`src/rtl/fp32_split_wallace_mult.sv`:
```
// Binary32 multiplier front end: splits both operands into fields and forms the
// exact 64-bit significand product through a carry-save (Wallace) tree and a final adder.
module fp32_split_wallace_mult (
   input  logic        clk,
   input  logic        rst_n,
   input  logic        in_valid,
   input  logic [31:0] a,
   input  logic [31:0] b,
   output logic        out_valid,
   output logic        s_a,
   output logic [7:0]  e_a,
   output logic [22:0] m_a,
   output logic        s_b,
   output logic [7:0]  e_b,
   output logic [22:0] m_b,
   output logic        sign_p,
   output logic [63:0] prod
);

   // Stage 1: field split and significand formation
   logic [31:0] na_d, nb_d;
   logic        sign_d;

   logic        v1_q;
   logic        sa1_q, sb1_q, sign1_q;
   logic [7:0]  ea1_q, eb1_q;
   logic [22:0] ma1_q, mb1_q;
   logic [31:0] na_q, nb_q;

   // Stage 2: product and delayed fields
   logic [63:0] prod_d;

   logic        v2_q;
   logic        sa2_q, sb2_q, sign2_q;
   logic [7:0]  ea2_q, eb2_q;
   logic [22:0] ma2_q, mb2_q;
   logic [63:0] prod_q;

   // Hidden bit is set for any nonzero exponent, including the all-ones exponent.
   always_comb begin
      na_d   = {8'b0, |a[30:23], a[22:0]};
      nb_d   = {8'b0, |b[30:23], b[22:0]};
      sign_d = a[31] ^ b[31];
   end

   always_ff @(posedge clk) begin
      if (!rst_n) begin
         v1_q    <= 1'b0;
         sa1_q   <= 1'b0;
         sb1_q   <= 1'b0;
         sign1_q <= 1'b0;
         ea1_q   <= 8'd0;
         eb1_q   <= 8'd0;
         ma1_q   <= 23'd0;
         mb1_q   <= 23'd0;
         na_q    <= 32'd0;
         nb_q    <= 32'd0;
      end else begin
         v1_q    <= in_valid;
         sa1_q   <= a[31];
         sb1_q   <= b[31];
         sign1_q <= sign_d;
         ea1_q   <= a[30:23];
         eb1_q   <= b[30:23];
         ma1_q   <= a[22:0];
         mb1_q   <= b[22:0];
         na_q    <= na_d;
         nb_q    <= nb_d;
      end
   end

   // Reduction layers: level 0 holds the 32 partial-product rows; each later level
   // compresses triples with full adders and a leftover pair with half adders.
   // Row counts go 32,22,15,10,7,5,4,3,2 so eight layers leave exactly two rows.
   logic [63:0] pp [0:8][0:31];
   logic [63:0] x, y, z;
   int          cnt, grp, rem;

   always_comb begin
      x   = '0;
      y   = '0;
      z   = '0;
      cnt = 32;
      grp = 0;
      rem = 0;
      for (int l = 0; l < 9; l++) begin
         for (int r = 0; r < 32; r++) begin
            pp[l][r] = '0;
         end
      end
      for (int j = 0; j < 32; j++) begin
         pp[0][j] = {64{nb_q[j]}} & ({32'b0, na_q} << j);
      end
      for (int l = 0; l < 8; l++) begin
         grp = cnt / 3;
         rem = cnt % 3;
         for (int g = 0; g < 10; g++) begin
            if (g < grp) begin
               x = pp[l][3*g];
               y = pp[l][3*g+1];
               z = pp[l][3*g+2];
               pp[l+1][2*g]   = x ^ y ^ z;
               pp[l+1][2*g+1] = ((x & y) | (x & z) | (y & z)) << 1;
            end
         end
         if (rem == 2) begin
            x = pp[l][3*grp];
            y = pp[l][3*grp+1];
            pp[l+1][2*grp]   = x ^ y;
            pp[l+1][2*grp+1] = (x & y) << 1;
         end else if (rem == 1) begin
            pp[l+1][2*grp] = pp[l][3*grp];
         end
         cnt = 2 * grp + rem;
      end
      prod_d = pp[8][0] + pp[8][1];
   end

   always_ff @(posedge clk) begin
      if (!rst_n) begin
         v2_q    <= 1'b0;
         sa2_q   <= 1'b0;
         sb2_q   <= 1'b0;
         sign2_q <= 1'b0;
         ea2_q   <= 8'd0;
         eb2_q   <= 8'd0;
         ma2_q   <= 23'd0;
         mb2_q   <= 23'd0;
         prod_q  <= 64'd0;
      end else begin
         v2_q    <= v1_q;
         sa2_q   <= sa1_q;
         sb2_q   <= sb1_q;
         sign2_q <= sign1_q;
         ea2_q   <= ea1_q;
         eb2_q   <= eb1_q;
         ma2_q   <= ma1_q;
         mb2_q   <= mb1_q;
         prod_q  <= prod_d;
      end
   end

   assign out_valid = v2_q;
   assign s_a       = sa2_q;
   assign e_a       = ea2_q;
   assign m_a       = ma2_q;
   assign s_b       = sb2_q;
   assign e_b       = eb2_q;
   assign m_b       = mb2_q;
   assign sign_p    = sign2_q;
   assign prod      = prod_q;

endmodule

```
`config.mk`:
```
export PLATFORM = sky130hd
export DESIGN_NAME = fp32_split_wallace_mult
export DESIGN_NICKNAME = d
export VERILOG_FILES = /design/src/rtl/fp32_split_wallace_mult.sv
export SDC_FILE = /design/constraint.sdc
export NUM_CORES = 2
export LEC_CHECK = 0
export CORE_MARGIN = 3
export CORE_UTILIZATION = 45
export DETAILED_ROUTE_END_ITERATION = 10
export PLACE_DENSITY = 0.67
export SETUP_SLACK_MARGIN = 0.3
export SKIP_CTS_REPAIR_TIMING = 1
export SLEW_MARGIN = 25
export SYNTH_ARGS = -nofsm -noshare
export SYNTH_HDL_FRONTEND = slang
export SYNTH_SLANG_ARGS = --single-unit
```
`constraint.sdc`:
```
create_clock -name clk -period 6.05 [get_ports clk]
set_input_delay 0.9075 -clock clk [delete_from_list [all_inputs] [get_ports clk]]
set_output_delay 0.9075 -clock clk [all_outputs]
set_load 0.01 [all_outputs]
```
---- Word-level counts from Yosys, hierarchy flattened ----
Cells that the tools add are included.
Widths: inputs -> output; s select.
cells by class
  $add $sub $neg .......................... 1
  eq/ne operators ......................... 0
  shifts and indexed selects .............. 0
  multiply operators ...................... 0
  reduce and logical (&&, ||, !) cells .... 2
  div/mod/pow operators ................... 0
  bitwise operators ....................... 247
  mux-type cells .......................... 0
  order comparisons ....................... 0
operators with widths
  kind              count
  $and 63x63->63    92
  $xor 64x64->64    62
  $or 63x63->63     60
  $add 64x64->64    1
  $and 64x32->64    1
  $and 64x33->64    1
  $and 64x34->64    1
  $and 64x35->64    1
  $and 64x36->64    1
  $and 64x37->64    1
  $and 64x38->64    1
  $and 64x39->64    1
  $and 64x40->64    1
  $and 64x41->64    1
  $and 64x42->64    1
  $and 64x43->64    1
  $and 64x44->64    1
  $and 64x45->64    1
  $and 64x46->64    1
  $and 64x47->64    1
  $and 64x48->64    1
  $and 64x49->64    1
  $and 64x50->64    1
  $and 64x51->64    1
  14 further kinds  15
word-level totals
  ROM bits ................................ 0
  memory bits (writable) .................. 0
  bits in latches ......................... 0
  word-level logic and storage cells ...... 271
  bits in registers ....................... 260
  output and inout bits ................... 130
  memories kept ........................... 0

---- Logic depth before layout (Yosys ltp) ----
  depth in word-level cells ............... 26
  gate-level depth with buffers ........... 27
  gate-level depth less buffers ........... 25

---- Least setup slack after synthesis ----
Ideal clock, no wire load.
  path type ............................... reg2reg
  start ................................... register, netlist name ma1_q[2]
  end ..................................... register prod_q[45], in the netlist prod[45]
  arrival ................................. 6.589 ns
  required time ........................... 5.978 ns
  period minus slack after synthesis ...... 6.660 ns
  path slack .............................. -0.610 ns
  setup time .............................. 0.072 ns
  buffers on the path ..................... 1
  cell stages (with the launch flop) ...... 23
  cells stage by stage .................... dfxtp_1 > clkbuf_1 > nand2_1 > fa_1 > inv_1 > fa_1 > inv_1 > fa_1 > fa_1 > fa_1 > fa_1 > fa_1 > inv_1 > ha_1 > ha_1 > and3_1 > nor3b_1 > a221oi_2 > o21ai_2 > and4_1 > or3_4 > a21oi_2 > mux2i_1
RTL lines
  element                 RTL line  RTL
  end signal: assignment  139       prod_q <= prod_d;
  end: declaration        37        logic [63:0] prod_q;

==> qor.yml <==
global_route:
  grt_pass1_wl_mm: 102
  gr-total-overflow: 0
  antenna_found_initial: 0
  via_count_of_the_first_global_routing_pass: 20100
  grt_start_max_net_pins: 100
  grt.total_usage: 0.229
synth:
  ys_ff_latch: 184
  post_synthesis_async_set_or_reset_flop_share: 0
  seq_area_frac_synth: 0.151
  synthesis.instances: 2498
  yosys_warnings: 0
  synth.cell_area_sq_um: 24400
  yosys_most_used_dff: "sky130_fd_sc_hd__dfxtp_1"
  yosysUniqueCellTypes: 59
  synthesis.area_per_instance_sq_um: 9.78
  edff_count_synth: 0
routing:
  via_count: 18200
  firstDrtPassIters: 6
  via_per_inst: 5.08
  wl_mm: 66.7
  initialDrtViolationCount: 909
  final_antenna_net_count: 0
  route.detailed.wl_per_inst_um: 18.6
  detail_route.drc_violations: 0
cells_and_area:
  final_layout_size_suffix_gt1_frac: 0.198
  area_delta_synth_final_pct: 29.1
  num-nets-final: 3661
  post-route-cell-area_sq_um: 31600
critical_path:
  worstSetupPathType: "flip-flop to flip-flop"
  worstPathRequired_ns: 6.47
  startpoint: "mb1_q[4]"
  r2r_end: "prod[37]"
  ff2ff_setup_slack_ns: -0.63
  critical_path.startpoint_type: "flip-flop"
  path_max_fanout: 11
  critical_path.endpoint_type: "flip-flop"
  r2r-start: "mb1_q[4]"
  worstRegToRegCells: 22
  cp.arrival_ns: 7.10
outcome:
  failed_checks: "setup timing"
  run_status: "finished with violations"
cts:
  cts-root-to-sink-buffers: 2
  clock_sinks: 184
  cts_buffers: 17
  clkSlewWorstSetupHoldPaths_ns: 0.08
  worst_skew_pair.late_latency_ns: 0.51
  clk_root_buffer_cell: "sky130_fd_sc_hd__clkbuf_16"
  tritoncts_clock_tree: "yes"
  cts_max_level: 4
sta:
  fin_ws_ns: -0.631
  report.final.hold_viol_count: 0
  hold_slack_ns: 0.436
  fmax_mhz: 150
  period_share: 1.10
  setup_viol_count_final: 31
  finClkSkew_ns: 0.0193
  worstMarginPinSlew_ns: 0.763
  slew_headroom: 0.491
  rsz0062_at_grt: "yes"
  timing_max_transition_violations_final: 0
  fin_crit_ns: 6.68
pwr:
  worst_ir_drop_vdd_mv: 0.383
  p_per_area_nw_per_um2: 304
  leakage_uw: 0.0141
hold_path:
  hold_end: "e_b[5]"
  hold_path.startpoint: "eb1_q[5]"
  worst_hold_path.num_cells: 1
  hold_path_class: "flip-flop to flip-flop"
placed_design:
  portBuffers: 182
  dp_hpwl_mm: 51.4
  globalplace.congestion: 0.879
  placement.cell_area_sq_um: 29200
die:
  number_of_primary_i_o_pins: 197
  die-area_sq_um: 57100
  fp-row-count: 84
  initial_utilization: 0.460
  fp.dieW_um: 239
  core_region_area_sq_um: 53200
  floorplan.die.height_um: 239
run:
  max_cap_viol_count: 0
==> registers in the layout, summed over array words and instances (netlist names), 8 cells and up <==
signal and cells:
prod 50, ea1_q 8, e_a 8, m_b 23
e_b 8, eb1_q 8, ma1_q 22, m_a 23
mb1_q 22
==> critical path, stage by stage, from the launching register on <==
cell and delay, ns:
sky130_fd_sc_hd__dfxtp_4 0.37, sky130_fd_sc_hd__buf_12 0.15, sky130_fd_sc_hd__and2_4 0.17, sky130_fd_sc_hd__fa_1 0.52, sky130_fd_sc_hd__inv_1 0.05, sky130_fd_sc_hd__fa_1 0.47, sky130_fd_sc_hd__fa_1 0.54, sky130_fd_sc_hd__fa_1 0.58
sky130_fd_sc_hd__fa_1 0.46, sky130_fd_sc_hd__fa_1 0.54, sky130_fd_sc_hd__fa_1 0.54, sky130_fd_sc_hd__inv_2 0.05, sky130_fd_sc_hd__ha_4 0.23, sky130_fd_sc_hd__ha_4 0.23, sky130_fd_sc_hd__a21oi_1 0.22, sky130_fd_sc_hd__o211ai_1 0.14
sky130_fd_sc_hd__a221oi_2 0.27, sky130_fd_sc_hd__o21ai_2 0.13, sky130_fd_sc_hd__buf_6 0.14, sky130_fd_sc_hd__a31oi_4 0.20, sky130_fd_sc_hd__o21ai_2 0.10, sky130_fd_sc_hd__a31oi_1 0.21, sky130_fd_sc_hd__mux2i_1 0.28
==> metrics by stage <==
step	setup slack, ns	total power, uW	util	setup TNS [ns]	instances
final	-0.631	9610	0.594	-12.08	3576
after global routing	-0.820	10300	0.594	-17.20	3575
after CTS	-0.989	8700	0.561	-20.25	3517
after detailed placement	-0.978	7460	0.550	-18.96	3485
after global placement	-0.804	7380	0.550	-16.85	3485
after floorplan	-0.182	5290	-	-0.758	2511
==> cells in the mapped netlist, types with 4 or more instances <==
master                     number  area, sq um
sky130_fd_sc_hd__and2_1       528         3300
sky130_fd_sc_hd__fa_1         490         9810
sky130_fd_sc_hd__inv_1        426         1600
sky130_fd_sc_hd__nand2_1      252          946
sky130_fd_sc_hd__ha_1         230         2880
sky130_fd_sc_hd__dfxtp_1      184         3680
sky130_fd_sc_hd__clkbuf_1     123          462
sky130_fd_sc_hd__a21oi_1       41          205
sky130_fd_sc_hd__nor2_1        26         97.6
sky130_fd_sc_hd__o21ai_0       21          105
sky130_fd_sc_hd__xnor2_1       17          149
sky130_fd_sc_hd__a21o_1        16          120
sky130_fd_sc_hd__buf_4         14          105
sky130_fd_sc_hd__nand3_1       13         65.1
sky130_fd_sc_hd__xor2_1        12          105
sky130_fd_sc_hd__nand2b_1       8         50.1
sky130_fd_sc_hd__and3_1         7         43.8
sky130_fd_sc_hd__nand4_1        6         37.5
sky130_fd_sc_hd__mux2i_1        5         50.1
sky130_fd_sc_hd__nor2b_1        5         31.3
sky130_fd_sc_hd__o21bai_1       5         37.5
sky130_fd_sc_hd__a211oi_1       4         30.0
sky130_fd_sc_hd__a21boi_0       4         30.0
sky130_fd_sc_hd__a21o_2         4         35.0
sky130_fd_sc_hd__nor3_1         4         20.0
sky130_fd_sc_hd__nor4_1         4         25.0
sky130_fd_sc_hd__o22ai_1        4         25.0
==> placed cells by master, fill, tap and decap left out, types with 9 or more instances in the layout <==
cell                              count
sky130_fd_sc_hd__clkbuf_16           21
sky130_fd_sc_hd__inv_1              411
sky130_fd_sc_hd__ha_1               166
sky130_fd_sc_hd__a21o_1              16
sky130_fd_sc_hd__o21ai_2             10
sky130_fd_sc_hd__inv_2               15
sky130_fd_sc_hd__nor2_1              21
sky130_fd_sc_hd__clkdlybuf4s50_1    181
sky130_fd_sc_hd__and2_4              21
sky130_fd_sc_hd__dfxtp_4             26
sky130_fd_sc_hd__a21oi_2             11
sky130_fd_sc_hd__nand3_1             12
sky130_fd_sc_hd__a21oi_1             20
sky130_fd_sc_hd__and2_1             507
sky130_fd_sc_hd__buf_12              39
sky130_fd_sc_hd__ha_4                63
sky130_fd_sc_hd__xnor2_1             14
sky130_fd_sc_hd__o21ai_0              9
sky130_fd_sc_hd__fa_1               473
sky130_fd_sc_hd__dfxtp_1            152
sky130_fd_sc_hd__xor2_1              12
sky130_fd_sc_hd__nand2_1            242
sky130_fd_sc_hd__buf_4              236
sky130_fd_sc_hd__conb_1              14
sky130_fd_sc_hd__a21oi_4             11
sky130_fd_sc_hd__buf_6               22
sky130_fd_sc_hd__fa_2                17
==> cell families (layout without fill, tap and decap cells) <==
logic type,count (synthesis),after routing,share of synthesized area
adder cells (fa/ha/maj),720,720,0.519
XOR/XNOR,29,29,0.0104
other,1,15,0.000153
AO/OA/AOI/OAI,125,125,0.0339
buffers and inverters,566,942,0.0899
flip-flops,184,184,0.151
multiplexers,5,5,0.00205
AND/OR/NAND/NOR,868,868,0.194
==> report_power, final <==
group          internal, uW  switching (uW)
Sequential             1360            85.2
Combinational          3550            3430
Clock                   592             590
==> how the worst max path moves through the flow <==
stage | slack (ns) | cells after the start | to
6_report | -0.63 | 22 | prod[37]
5_1_grt | -0.82 | 24 | prod[44]
4_1_cts | -0.99 | 21 | prod[44]
3_5_place_dp | -0.98 | 21 | prod[44]
3_3_place_gp | -0.80 | 21 | prod[44]
2_1_floorplan | -0.18 | 22 | prod[41]
==> layer usage <==
| metal | wire length [um] | vias up | GRT usage |
|---|---|---|---|
| met5 | 0 | - | 0 |
| met4 | 2500 | 0 | 0.0916 |
| met3 | 2620 | 153 | 0.0386 |
| met2 | 36000 | 460 | 0.421 |
| met1 | 25500 | 9370 | 0.265 |
| li1 | - | 8173 | - |
==> final cells by class <==
class | count | area, sq um
Antenna cell | 1 | 2.50
Clock buffer | 18 | 429
Clock inverter | 14 | 178
Fill cell | 4437 | 21600
Inverter | 426 | 1600
Multi-Input combinational cell | 1761 | 20000
Sequential cell | 184 | 3790
Tap cell | 688 | 861
Timing Repair Buffer | 484 | 4740
Note: power is estimated with default switching activity, not from simulation.
